[config.mk]
export PLATFORM = sky130hd
export DESIGN_NAME = instr_buffer_reader_flat
export DESIGN_NICKNAME = d
export VERILOG_FILES = /design/src/rtl/instr_buffer_reader_if.sv /design/src/rtl/instr_buffer_reader.sv /design/src/flat_wrapper.sv
export SDC_FILE = /design/constraint.sdc
export NUM_CORES = 1
export LEC_CHECK = 0
export CELL_PAD_IN_SITES_DETAIL_PLACEMENT = 2
export CELL_PAD_IN_SITES_GLOBAL_PLACEMENT = 2
export CORE_ASPECT_RATIO = 1.75
export CORE_UTILIZATION = 22
export CTS_CLUSTER_DIAMETER = 80
export DETAILED_ROUTE_END_ITERATION = 16
export PLACE_DENSITY_LB_ADDON = 0.1
export SYNTH_ARGS = -nofsm -noshare
export SYNTH_HDL_FRONTEND = slang
export SYNTH_SLANG_ARGS = --single-unit
[constraint.sdc]
create_clock -name clk -period 1.89 [get_ports clk]
set_input_delay 0.378 -clock clk [delete_from_list [all_inputs] [get_ports clk]]
set_output_delay 0.378 -clock clk [all_outputs]
set_load 0.1 [all_outputs]
[src/rtl/instr_buffer_reader_if.sv]
// Handshake and buffer-port bundle between the instruction buffer, the reader and the decode stage.
// The master modport is the reader's side of the bundle.
interface instr_buffer_reader_if #(
   parameter int INSTR_W = 32,
   parameter int BS      = 16
);
   localparam int IW = $clog2(BS);

   logic               start;
   logic [IW-1:0]      rd_index;
   logic [INSTR_W-1:0] rd_data;
   logic [INSTR_W-1:0] out_instr;
   logic               out_valid;
   logic               out_ready;
   logic               busy;
   logic               done;
   logic [IW:0]        issued_count;

   modport master (
      input  start, rd_data, out_ready,
      output rd_index, out_instr, out_valid, busy, done, issued_count
   );

   modport slave (
      output start, rd_data, out_ready,
      input  rd_index, out_instr, out_valid, busy, done, issued_count
   );
endinterface

[src/rtl/instr_buffer_reader.sv]
// Read-side sequencer: walks the instruction buffer through its registered read port and issues
// each non-zero word downstream on valid/ready, stopping at an all-zero end marker or after BS entries.
//
// state   | meaning
// IDLE    | waiting for a rising edge on start
// FETCH   | rd_index presented to the buffer's registered read port
// LOAD    | rd_data valid; end marker check
// ISSUE   | out_valid held until downstream accepts
// DONE    | one-cycle done pulse, then back to IDLE
module instr_buffer_reader #(
   parameter int INSTR_W = 32,
   parameter int BS      = 16
) (
   input logic                   clk,
   input logic                   rst,
   instr_buffer_reader_if.master bus
);
   localparam int IW = $clog2(BS);
   localparam int CW = IW + 1;

   typedef enum logic [2:0] {
      S_IDLE  = 3'd0,
      S_FETCH = 3'd1,
      S_LOAD  = 3'd2,
      S_ISSUE = 3'd3,
      S_DONE  = 3'd4
   } state_t;

   state_t             state_q, state_d;
   logic [IW-1:0]      rd_index_q, rd_index_d;
   logic [INSTR_W-1:0] out_instr_q, out_instr_d;
   logic               out_valid_q, out_valid_d;
   logic               busy_q, busy_d;
   logic               done_q, done_d;
   logic [CW-1:0]      issued_count_q, issued_count_d;
   logic               start_q;
   logic               trigger;

   assign trigger = bus.start && !start_q;

   always_comb begin
      state_d        = state_q;
      rd_index_d     = rd_index_q;
      out_instr_d    = out_instr_q;
      out_valid_d    = out_valid_q;
      busy_d         = busy_q;
      done_d         = 1'b0;
      issued_count_d = issued_count_q;

      case (state_q)
         S_IDLE: begin
            if (trigger) begin
               state_d        = S_FETCH;
               rd_index_d     = '0;
               busy_d         = 1'b1;
               issued_count_d = '0;
            end
         end
         S_FETCH: state_d = S_LOAD;
         S_LOAD: begin
            if (bus.rd_data == '0) begin
               state_d     = S_DONE;
               done_d      = 1'b1;
               busy_d      = 1'b0;
               rd_index_d  = '0;
               out_valid_d = 1'b0;
            end else begin
               state_d     = S_ISSUE;
               out_instr_d = bus.rd_data;
               out_valid_d = 1'b1;
            end
         end
         S_ISSUE: begin
            if (out_valid_q && bus.out_ready) begin
               out_valid_d    = 1'b0;
               issued_count_d = issued_count_q + CW'(1);
               // Last index ends the pass here, so rd_index never wraps.
               if (rd_index_q == IW'(BS - 1)) begin
                  state_d    = S_DONE;
                  done_d     = 1'b1;
                  busy_d     = 1'b0;
                  rd_index_d = '0;
               end else begin
                  state_d    = S_FETCH;
                  rd_index_d = rd_index_q + IW'(1);
               end
            end
         end
         S_DONE: state_d = S_IDLE;
         default: begin
            state_d     = S_IDLE;
            rd_index_d  = '0;
            out_valid_d = 1'b0;
            busy_d      = 1'b0;
         end
      endcase
   end

   // start_q resets high so a start already asserted out of reset is not seen as an edge.
   always_ff @(posedge clk) begin
      if (!rst) begin
         state_q        <= S_IDLE;
         rd_index_q     <= '0;
         out_instr_q    <= '0;
         out_valid_q    <= 1'b0;
         busy_q         <= 1'b0;
         done_q         <= 1'b0;
         issued_count_q <= '0;
         start_q        <= 1'b1;
      end else begin
         state_q        <= state_d;
         rd_index_q     <= rd_index_d;
         out_instr_q    <= out_instr_d;
         out_valid_q    <= out_valid_d;
         busy_q         <= busy_d;
         done_q         <= done_d;
         issued_count_q <= issued_count_d;
         start_q        <= bus.start;
      end
   end

   assign bus.rd_index     = rd_index_q;
   assign bus.out_instr    = out_instr_q;
   assign bus.out_valid    = out_valid_q;
   assign bus.busy         = busy_q;
   assign bus.done         = done_q;
   assign bus.issued_count = issued_count_q;
endmodule

[src/flat_wrapper.sv]
// flat-port wrapper written by rule: the top's interface ports become plain ports
module instr_buffer_reader_flat 
#(
   parameter int INSTR_W = 32,
   parameter int BS      = 16
)
  (clk, rst, bus_start, bus_rd_data, bus_out_ready, bus_rd_index, bus_out_instr, bus_out_valid, bus_busy, bus_done, bus_issued_count);
  instr_buffer_reader_if #(.INSTR_W(INSTR_W), .BS(BS)) bus_i ();
  input logic clk;
  input logic rst;
  input wire logic [$bits(bus_i.start)-1:0] bus_start;
  input wire logic [$bits(bus_i.rd_data)-1:0] bus_rd_data;
  input wire logic [$bits(bus_i.out_ready)-1:0] bus_out_ready;
  output wire logic [$bits(bus_i.rd_index)-1:0] bus_rd_index;
  output wire logic [$bits(bus_i.out_instr)-1:0] bus_out_instr;
  output wire logic [$bits(bus_i.out_valid)-1:0] bus_out_valid;
  output wire logic [$bits(bus_i.busy)-1:0] bus_busy;
  output wire logic [$bits(bus_i.done)-1:0] bus_done;
  output wire logic [$bits(bus_i.issued_count)-1:0] bus_issued_count;
  assign bus_i.start = bus_start;
  assign bus_i.rd_data = bus_rd_data;
  assign bus_i.out_ready = bus_out_ready;
  assign bus_rd_index = bus_i.rd_index;
  assign bus_out_instr = bus_i.out_instr;
  assign bus_out_valid = bus_i.out_valid;
  assign bus_busy = bus_i.busy;
  assign bus_done = bus_i.done;
  assign bus_issued_count = bus_i.issued_count;
  instr_buffer_reader #(.INSTR_W(INSTR_W), .BS(BS)) u_core (.clk(clk), .rst(rst), .bus(bus_i));
endmodule
==> impl_metrics.tcl <==
set metrics [dict create \
    status "complete, no violations" \
    slew_headroom_pct 68.7 \
    finalPower_mw 2.65 \
    layout_cells_sized_above_1_pct 28.7 \
    cp_data_arrival_time_ns 2.02 \
    syn2layout_area_growth_pct 71.8 \
    clock-sinks 48 \
    holdWs_ns 0.339 \
    place_area_um2 3290 \
    period_share_pct 95.5 \
    grt_remaining_overflow 0 \
    finalWeightedCongestion 0.733 \
    seq_area_frac_synth_pct 46.2 \
    core-area_um2 9150 \
    initial_utilization_pct 22.8 \
    drt-total-wl_mm 7.23 \
    worst_slew_pin_slew_ns 0.469 \
    antenna_found_initial 0 \
    detail_route.vias_per_cell 4.66 \
    grt_util_all_layers_pct 15.9 \
    slew_viol_final 0 \
    final.setup.worst_slack_ns 0.0842 \
    mostFrequentLayoutCell "nand2_1" \
    dpl.cell_count 451 \
    chipWidth_um 75.5 \
    final_cells 462 \
    num_io_pins 80 \
    avgSynthCellArea_um2 8.67 \
    finish.utilization_pct 39.1 \
    start_kind "primary input" \
    cts_tree "yes" \
    synth_enable_flop_cells 0 \
    post-route-min-period_ns 1.81 \
    criticalPathCategory "in -> reg" \
    vias_after_detailed_routing 2153 \
    timing_hold_violations_final 0 \
    layout_common_cells "71 x nand2_1, 50 x buf_4, 44 x dfxtp_1" \
    total_leakage_power_nw 1.71 \
    clock_path_buffers 2 \
    drtAntennaViolNets 0 \
    final.setup.tns_ns 0 \
    root_buffer "clkbuf_16" \
    clkLatencyLatePin_ns 0.29 \
    cts.clk_slew.worst_paths_ns 0.06 \
    syn-num-nets 278 \
    worst_hold_path_type "in -> reg" \
    synthesis.yosys.warnings 0 \
    critical_path_peak_fanout 8 \
    vias_in_the_first_global_route 2267 \
    grt_first_pass_wirelength_mm 11.4 \
    worst-endpoint-required_ns 2.10 \
    core.rowCount 46 \
    place_worst_setup_slack_ns -0.500 \
    postSynthCellCount 240 \
    report.final.setup_viol 0 \
    number_of_distinct_library_cell_variants_in_the_gate_level_netlist_after_synthesis 32 \
    power.ir.vdd_worst_mv 0.478 \
    htree_levels 2 \
    asyncSetResetFlopFracSynth_pct 0 \
    rsz0062_at_grt "false" \
    detail_route.wl_per_cell_um 15.6 \
    postSynthRegisterBits 48 \
    filler_cell_count 997 \
    detail_route.drc_violations 0 \
    cts-buffers-inserted 5 \
    cap_viol_max_count 0 \
    diodes 0 \
    power_density_nw_per_um2 740 \
    buffer_ports.inserted 79 \
    dp.final_hpwl_mm 5.48 \
    grt_max_degree 45 \
    clock_skew_ns 0.00439 \
    die_area_um2 9870 \
    critPathCaptureType "register" \
    nNetsFinal 379 \
    max_freq_mhz 554 \
    netlist_area_um2 2080 \
    drtIter0Drc 31 \
    finalInstanceArea_um2 3580 \
    synth_ff_type "dfxtp_1" \
    detail_route.first_pass.iterations 3 \
    die_y_um 131 \
]
## power breakdown
group	internal (mW)	switching [mW]	total, mW
Combinational	0.233	0.421	0.654
Sequential	1.05	0.0271	1.08
Clock	0.529	0.385	0.914
Total	1.81	0.833	2.65
## sequential cells by signal (all words and copies together), names as in the netlist
name,flops
u_core.bus.done,1
u_core.bus.out_valid,1
u_core.start_q,1
u_core.state_q,3
u_core.bus.busy,1
u_core.bus.rd_index,4
u_core.bus.issued_count,5
u_core.bus.out_instr,32
## routing by layer
metal | global-route usage, % | share of wire (%) | vias to the layer above
met5 | 0 | 0 | -
met4 | 5.88 | 1.6 | 0
met1 | 14.9 | 36 | 1066
met2 | 32.2 | 60 | 43
met3 | 2.76 | 3.0 | 6
li1 | - | - | 1038
## cells by family after synthesis
logic type	Yosys count	share of synthesized area (%)
AOI/OAI and AO/OA	31	9.73
adders and majority gates	2	1.20
and+or+nand+nor	108	23.3
DFF	48	46.2
muxes	33	15.9
buffers and inverters	18	3.73
## cells in the mapped netlist, types with 2 or more instances
cell type	n	area, um^2
o31ai_1	2	15.0
a22oi_1	2	15.0
nand2b_1	4	25.0
buf_1	2	7.51
buf_2	2	10.0
nand4_1	2	12.5
nor2_1	6	22.5
clkbuf_1	10	37.5
mux2i_1	33	330
nor3_1	2	10.0
a311oi_1	4	35.0
nand3_1	5	25.0
and3_1	2	12.5
dfxtp_1	48	961
a31oi_1	2	12.5
o21ai_0	5	25.0
or3_1	3	18.8
or4_1	2	15.0
ha_1	2	25.0
nand2_1	71	267
a21oi_1	11	55.1
nor4_1	8	50.1
inv_1	3	11.3
## final timing paths
kind                                start                          to  slack, ns  depth (start not counted)
setup / recovery           bus_rd_data[8]    u_core.bus.out_instr[30]       0.08                          7
setup reg to reg        u_core.state_q[0]  u_core.bus.issued_count[4]       0.17                          4
hold / removal                        rst              u_core.start_q       0.34                          2
hold reg to reg   u_core.bus.out_instr[2]     u_core.bus.out_instr[2]       0.46                          2
## worst max-delay path: stages
cell and delay (ns):
clkdlybuf4s50_1 0.44, nor4_2 0.19, nand4_1 0.24, o21ai_4 0.25, buf_6 0.16, buf_12 0.14
mux2i_1 0.21
## final cells by class
| cell class | count | area, um^2 | area share (%) |
|---|---|---|---|
| sequential | 48 | 966 | 27.0 |
| timing repair buffer | 109 | 1180 | 33.0 |
| multi-input combinational | 174 | 1120 | 31.4 |
| clock buffer | 8 | 146 | 4.09 |
| tap | 120 | 150 | 4.20 |
| inverter | 3 | 11.3 | 0.315 |
## repair_timing
action	in CTS	in global routing
buffers inserted	5	0
cloned	2	0
gates resized for setup	28	19
hold buffers	0	0
endpoints found under the setup margin	44	39
pin swaps	11	10
Power figures use the tool's default switching activity.
==> edit 1: new RTL, same flow settings <==
`INSTR_W` is set to 32 in 3 places; all go to 64.
--- a/src/rtl/instr_buffer_reader_if.sv
+++ b/src/rtl/instr_buffer_reader_if.sv
@@ -1,7 +1,7 @@
 // Handshake and buffer-port bundle between the instruction buffer, the reader and the decode stage.
 // The master modport is the reader's side of the bundle.
 interface instr_buffer_reader_if #(
-   parameter int INSTR_W = 32,
+   parameter int INSTR_W = 64,
    parameter int BS      = 16
 );
    localparam int IW = $clog2(BS);
--- a/src/rtl/instr_buffer_reader.sv
+++ b/src/rtl/instr_buffer_reader.sv
@@ -8,7 +8,7 @@
 // ISSUE   | out_valid held until downstream accepts
 // DONE    | one-cycle done pulse, then back to IDLE
 module instr_buffer_reader #(
-   parameter int INSTR_W = 32,
+   parameter int INSTR_W = 64,
    parameter int BS      = 16
 ) (
    input logic                   clk,
--- a/src/flat_wrapper.sv
+++ b/src/flat_wrapper.sv
@@ -1,7 +1,7 @@
 // flat-port wrapper written by rule: the top's interface ports become plain ports
 module instr_buffer_reader_flat 
 #(
-   parameter int INSTR_W = 32,
+   parameter int INSTR_W = 64,
    parameter int BS      = 16
 )
   (clk, rst, bus_start, bus_rd_data, bus_out_ready, bus_rd_index, bus_out_instr, bus_out_valid, bus_busy, bus_done, bus_issued_count);
Interface: changed (resized bus_out_instr and bus_rd_data); port bits go from 80 to 144. No check against the original RTL was run, so the function may have changed too.
==> edit 1 against the original RTL <==
  * The flow now finishes with violations (negative setup slack)
  * Synthesized area rose by 64%
  * Synthesized cell count increased by 62%
  * Hold slack worse by 0.044 ns
  * Critical path depth rose by 1
  * Wire length is 83% higher
  * Sequential power is 69% higher
  * Final area rose by 68%
  * Total power rose by 83%
  * Count of clock-buffer cells in the layout up 3
  * Non-clock buffer count up 87
  * Setup slack worse by 0.21 ns
  * Clock power rose by 91%
  * Sequential cell count increased by 32
==> edit 1: results <==
[pwr]
p_leak_nw = 2.45
vdd_ir_drop_max_uv = 383

[worst_setup_path]
cpMaxStageDelayCell = or4_4
worstSetupStartpoint = bus_rd_data[54]
r2r-end = u_core.bus.issued_count[3]
reg2reg_depth = 6

[sta]
skew_ns = 0.00815
finalSetupTns_ns = -3.80
whs_ns = 0.294
fin_ws_ns = -0.122
setup_viol = 45
worstMarginPinSlew_ns = 0.406

[synth]
synth_nets = 458
muxShareOfSynthArea = 0.191
seq_area_frac_synth = 0.469
yosys.area_share.xor_xnor = 0.0128
synth_commonest_cells = nand2_1, dfxtp_1, mux2i_1
synth_compound_area_frac = 0.0418
postSynthAreaPerCell_sq_um = 8.80

[place]
port_buffers = 143
place_area_sq_mm = 0.00548
pre_cts_ws_ns = -1.02
dp_hpwl_microns = 9600
dpl.cell_count = 734
gp_congestion = 0.758

[cells_and_area]
drive_above_1_share = 0.347
largest_reg_flops = 64
final_cells = 760
nFillCells = 1679

[grt]
grt_max_degree = 90
grt_pass1_vias = 3782
grt_first_pass_wirelength_microns = 20200
grtUsageMet1 = 0.179
grt_use_met3 = 0.0402
antenna_found_initial = 1
track_usage = 0.170

[drt]
wl_met3_microns = 645
viasPerCell = 4.62
wl_met1_microns = 4850
drt_iter0_drc = 56
wl_met2_microns = 7440
wire_per_inst_microns = 17.4

[hold_path]
hold_end = u_core.bus.out_instr[25]
holdPathStages = 3

[run_status]
violations = negative setup slack
outcome = finished, violations left

[cts]
clock_latency_ns = 0.34
cts_buffers = 9
htree_levels = 3
[edit 1: cell count changes after synthesis, sizes merged, moves of 6 or more]
| cell | delta |
|---|---|
| dfxtp | +32 |
| clkbuf | +8 |
| nand2 | +64 |
| nand4 | +6 |
| nor4 | +8 |
| mux2i | +32 |
[edit 1: worst max-delay path by stage]
stage	end	slack (ns)	cells after the start
global route	u_core.bus.out_instr[27]	-0.18	9
CTS	u_core.bus.out_instr[29]	-0.14	9
floorplan	u_core.bus.out_valid	-0.18	8
global placement	u_core.bus.out_instr[1]	-1.01	8
finish	u_core.bus.out_instr[27]	-0.12	8
detailed placement	u_core.bus.out_instr[16]	-1.02	8
[edit 1: where the power goes]
part           total, mW  internal (mW)  switching [mW]
clock network       1.75           1.02           0.723
logic               1.29          0.438           0.853
registers           1.82           1.76          0.0544
total               4.85           3.22            1.63
[edit 1: cell families after synthesis]
logic type | count (synthesis)
xor gates and xnor gates | 5
DFF | 80
buffers and inverters | 29
adders and majority gates | 2
AOI/OAI and AO/OA | 22
and+or+nand+nor | 185
muxes | 65
[edit 1: critical path, delay by kind of cell]
family | cells | cell delay [ns]
buf+inv | 3 | 0.49
mux | 1 | 0.14
simple gates | 4 | 1.21
[edit 1: cell type report]
class | instances | area [sq um] | area share
timing repair buffer | 196 | 1940 | 0.323
multi-input combinational | 280 | 1920 | 0.320
sequential | 80 | 1600 | 0.268
clock buffer | 11 | 233 | 0.0388
tap | 183 | 229 | 0.0382
clock inverter | 5 | 57.6 | 0.00960
inverter | 4 | 15.0 | 0.00250
antenna | 1 | 2.50 | 0.000417
[edit 1: what timing repair did]
item,in CTS,in global routing
pin swaps,21,11
resized for setup,174,23
gates cloned,5,1
buffers inserted,3,4
endpoints found under the setup margin,79,73
hold buffers,0,0
==> edit 2: new RTL, same flow settings <==
Made on the original files. The 5 states of `state_t` get a Gray code encoding in 3 bits.
--- a/src/rtl/instr_buffer_reader.sv
+++ b/src/rtl/instr_buffer_reader.sv
@@ -19,11 +19,11 @@
    localparam int CW = IW + 1;
 
    typedef enum logic [2:0] {
-      S_IDLE  = 3'd0,
-      S_FETCH = 3'd1,
-      S_LOAD  = 3'd2,
-      S_ISSUE = 3'd3,
-      S_DONE  = 3'd4
+      S_IDLE  = 3'b000,
+      S_FETCH = 3'b001,
+      S_LOAD  = 3'b011,
+      S_ISSUE = 3'b010,
+      S_DONE  = 3'b110
    } state_t;
 
    state_t             state_q, state_d;
Behaviour: same outputs for any inputs over 10 cycles, from zero or initial values and one cycle with rst low; not proved beyond that.
==> edit 2 against the original RTL <==
  * Wire length rose by 4.5%
  * Setup slack improved by 0.0032 ns
  * Final area is 1.7% higher
  * Register-to-register slack worse by 0.08 ns
  * Synthesized area grew 1.3%
  * Sequential cell count is the same
  * Count of clock-buffer cells in the layout shrank 2
  * Highest routed layer unchanged
Power is not compared: it rests on default switching activity, and its combinational part moved more than twofold at a synthesized area within 25%.
==> edit 2: results <==
[cells_and_area]
signal_buffers = 119
finalNetCount = 391
final_cells = 473
multi_input_cells = 175
drive_above_1_share = 0.317
multi_input_area_share = 0.315
buffer_area_frac = 0.338
inverters = 4
clkCellAreaFrac = 0.0368
nFillCells = 1044
seq_cells = 48

[place]
dpl.cell_count = 459
pre_cts_ws_ns = -0.501
place_area_sq_mm = 0.00331
port_buffers = 79
gp_congestion = 0.710

[drt]
wl_met1_microns = 2580
viasPerCell = 4.57
wl_microns = 7550
wl_met2_microns = 4680

[worst_setup_path]
cpMaxStageDelayCell = or4b_4
crit_fanout = 5
worstSetupStartpoint = u_core.state_q[0]
slowest_delay_ns = 0.56
crit_family = simple AND/OR/NAND/NOR gates

[hold_path]
min_from = bus_rd_data[19]

[synth]
synth_commonest_cells = nand2_1, dfxtp_1, mux2i_1
seq_area_frac_synth = 0.456
yosys.area_share.xor_xnor = 0.0166
synth_nets = 280
synth_compound_area_frac = 0.0724
muxShareOfSynthArea = 0.157
synth_cell_types = 34
synth_fa_ha_area_frac = 0.0119
postSynthAreaPerCell_sq_um = 8.72
yosys-top-cells-area = dfxtp_1, mux2i_1, nand2_1, nor4_1, o21ai_0

[grt]
grt_pass1_vias = 2366
met2_usage = 0.334
track_usage = 0.157
grt_max_degree = 19
grt_use_met3 = 0.0236
grt_first_pass_wirelength_microns = 12300

[floorplan]
dieArea_sq_mm = 0.0100

[run_status]
outcome = finished clean

[pwr]
cellPowerDensity_mw_per_mm2 = 604
vdd_ir_drop_max_uv = 370

[sta]
slew_headroom = 0.755
skew_ns = 0.00496
[edit 2: changes by cell type in the layout (fill, tap and decap cells not counted), moves of 4 or more]
cell and delta:
a21oi_1 -5, dlymetal6s2s_1 -8, buf_4 +13, nand2_1 -5
clkdlybuf4s50_1 -6, buf_6 -5, clkbuf_2 +4, dlygate4sd2_1 +9
[edit 2: worst paths after layout]
kind	to	depth (start not counted)	slack, ns
setup / recovery	u_core.bus.rd_index[3]	4	0.09
setup reg to reg	u_core.bus.rd_index[3]	4	0.09
hold / removal	u_core.bus.out_instr[19]	3	0.34
hold reg to reg	u_core.bus.out_instr[29]	2	0.46
[edit 2: repair_timing]
item | CTS | global route
pin swaps | 12 | 10
gates resized for setup | 45 | 18
gates cloned | 3 | 0
setup buffers | 4 | 0
endpoints found under the setup margin | 40 | 33
hold buffers | 0 | 0
endpoints found under the hold margin | 0 | 0
[edit 2: power by group]
group	switching, mW	leakage [nW]	internal [mW]
Sequential	0.0117	0.389	1.02
Clock	0.381	0.0667	0.482
Combinational	0.167	1.30	0.133
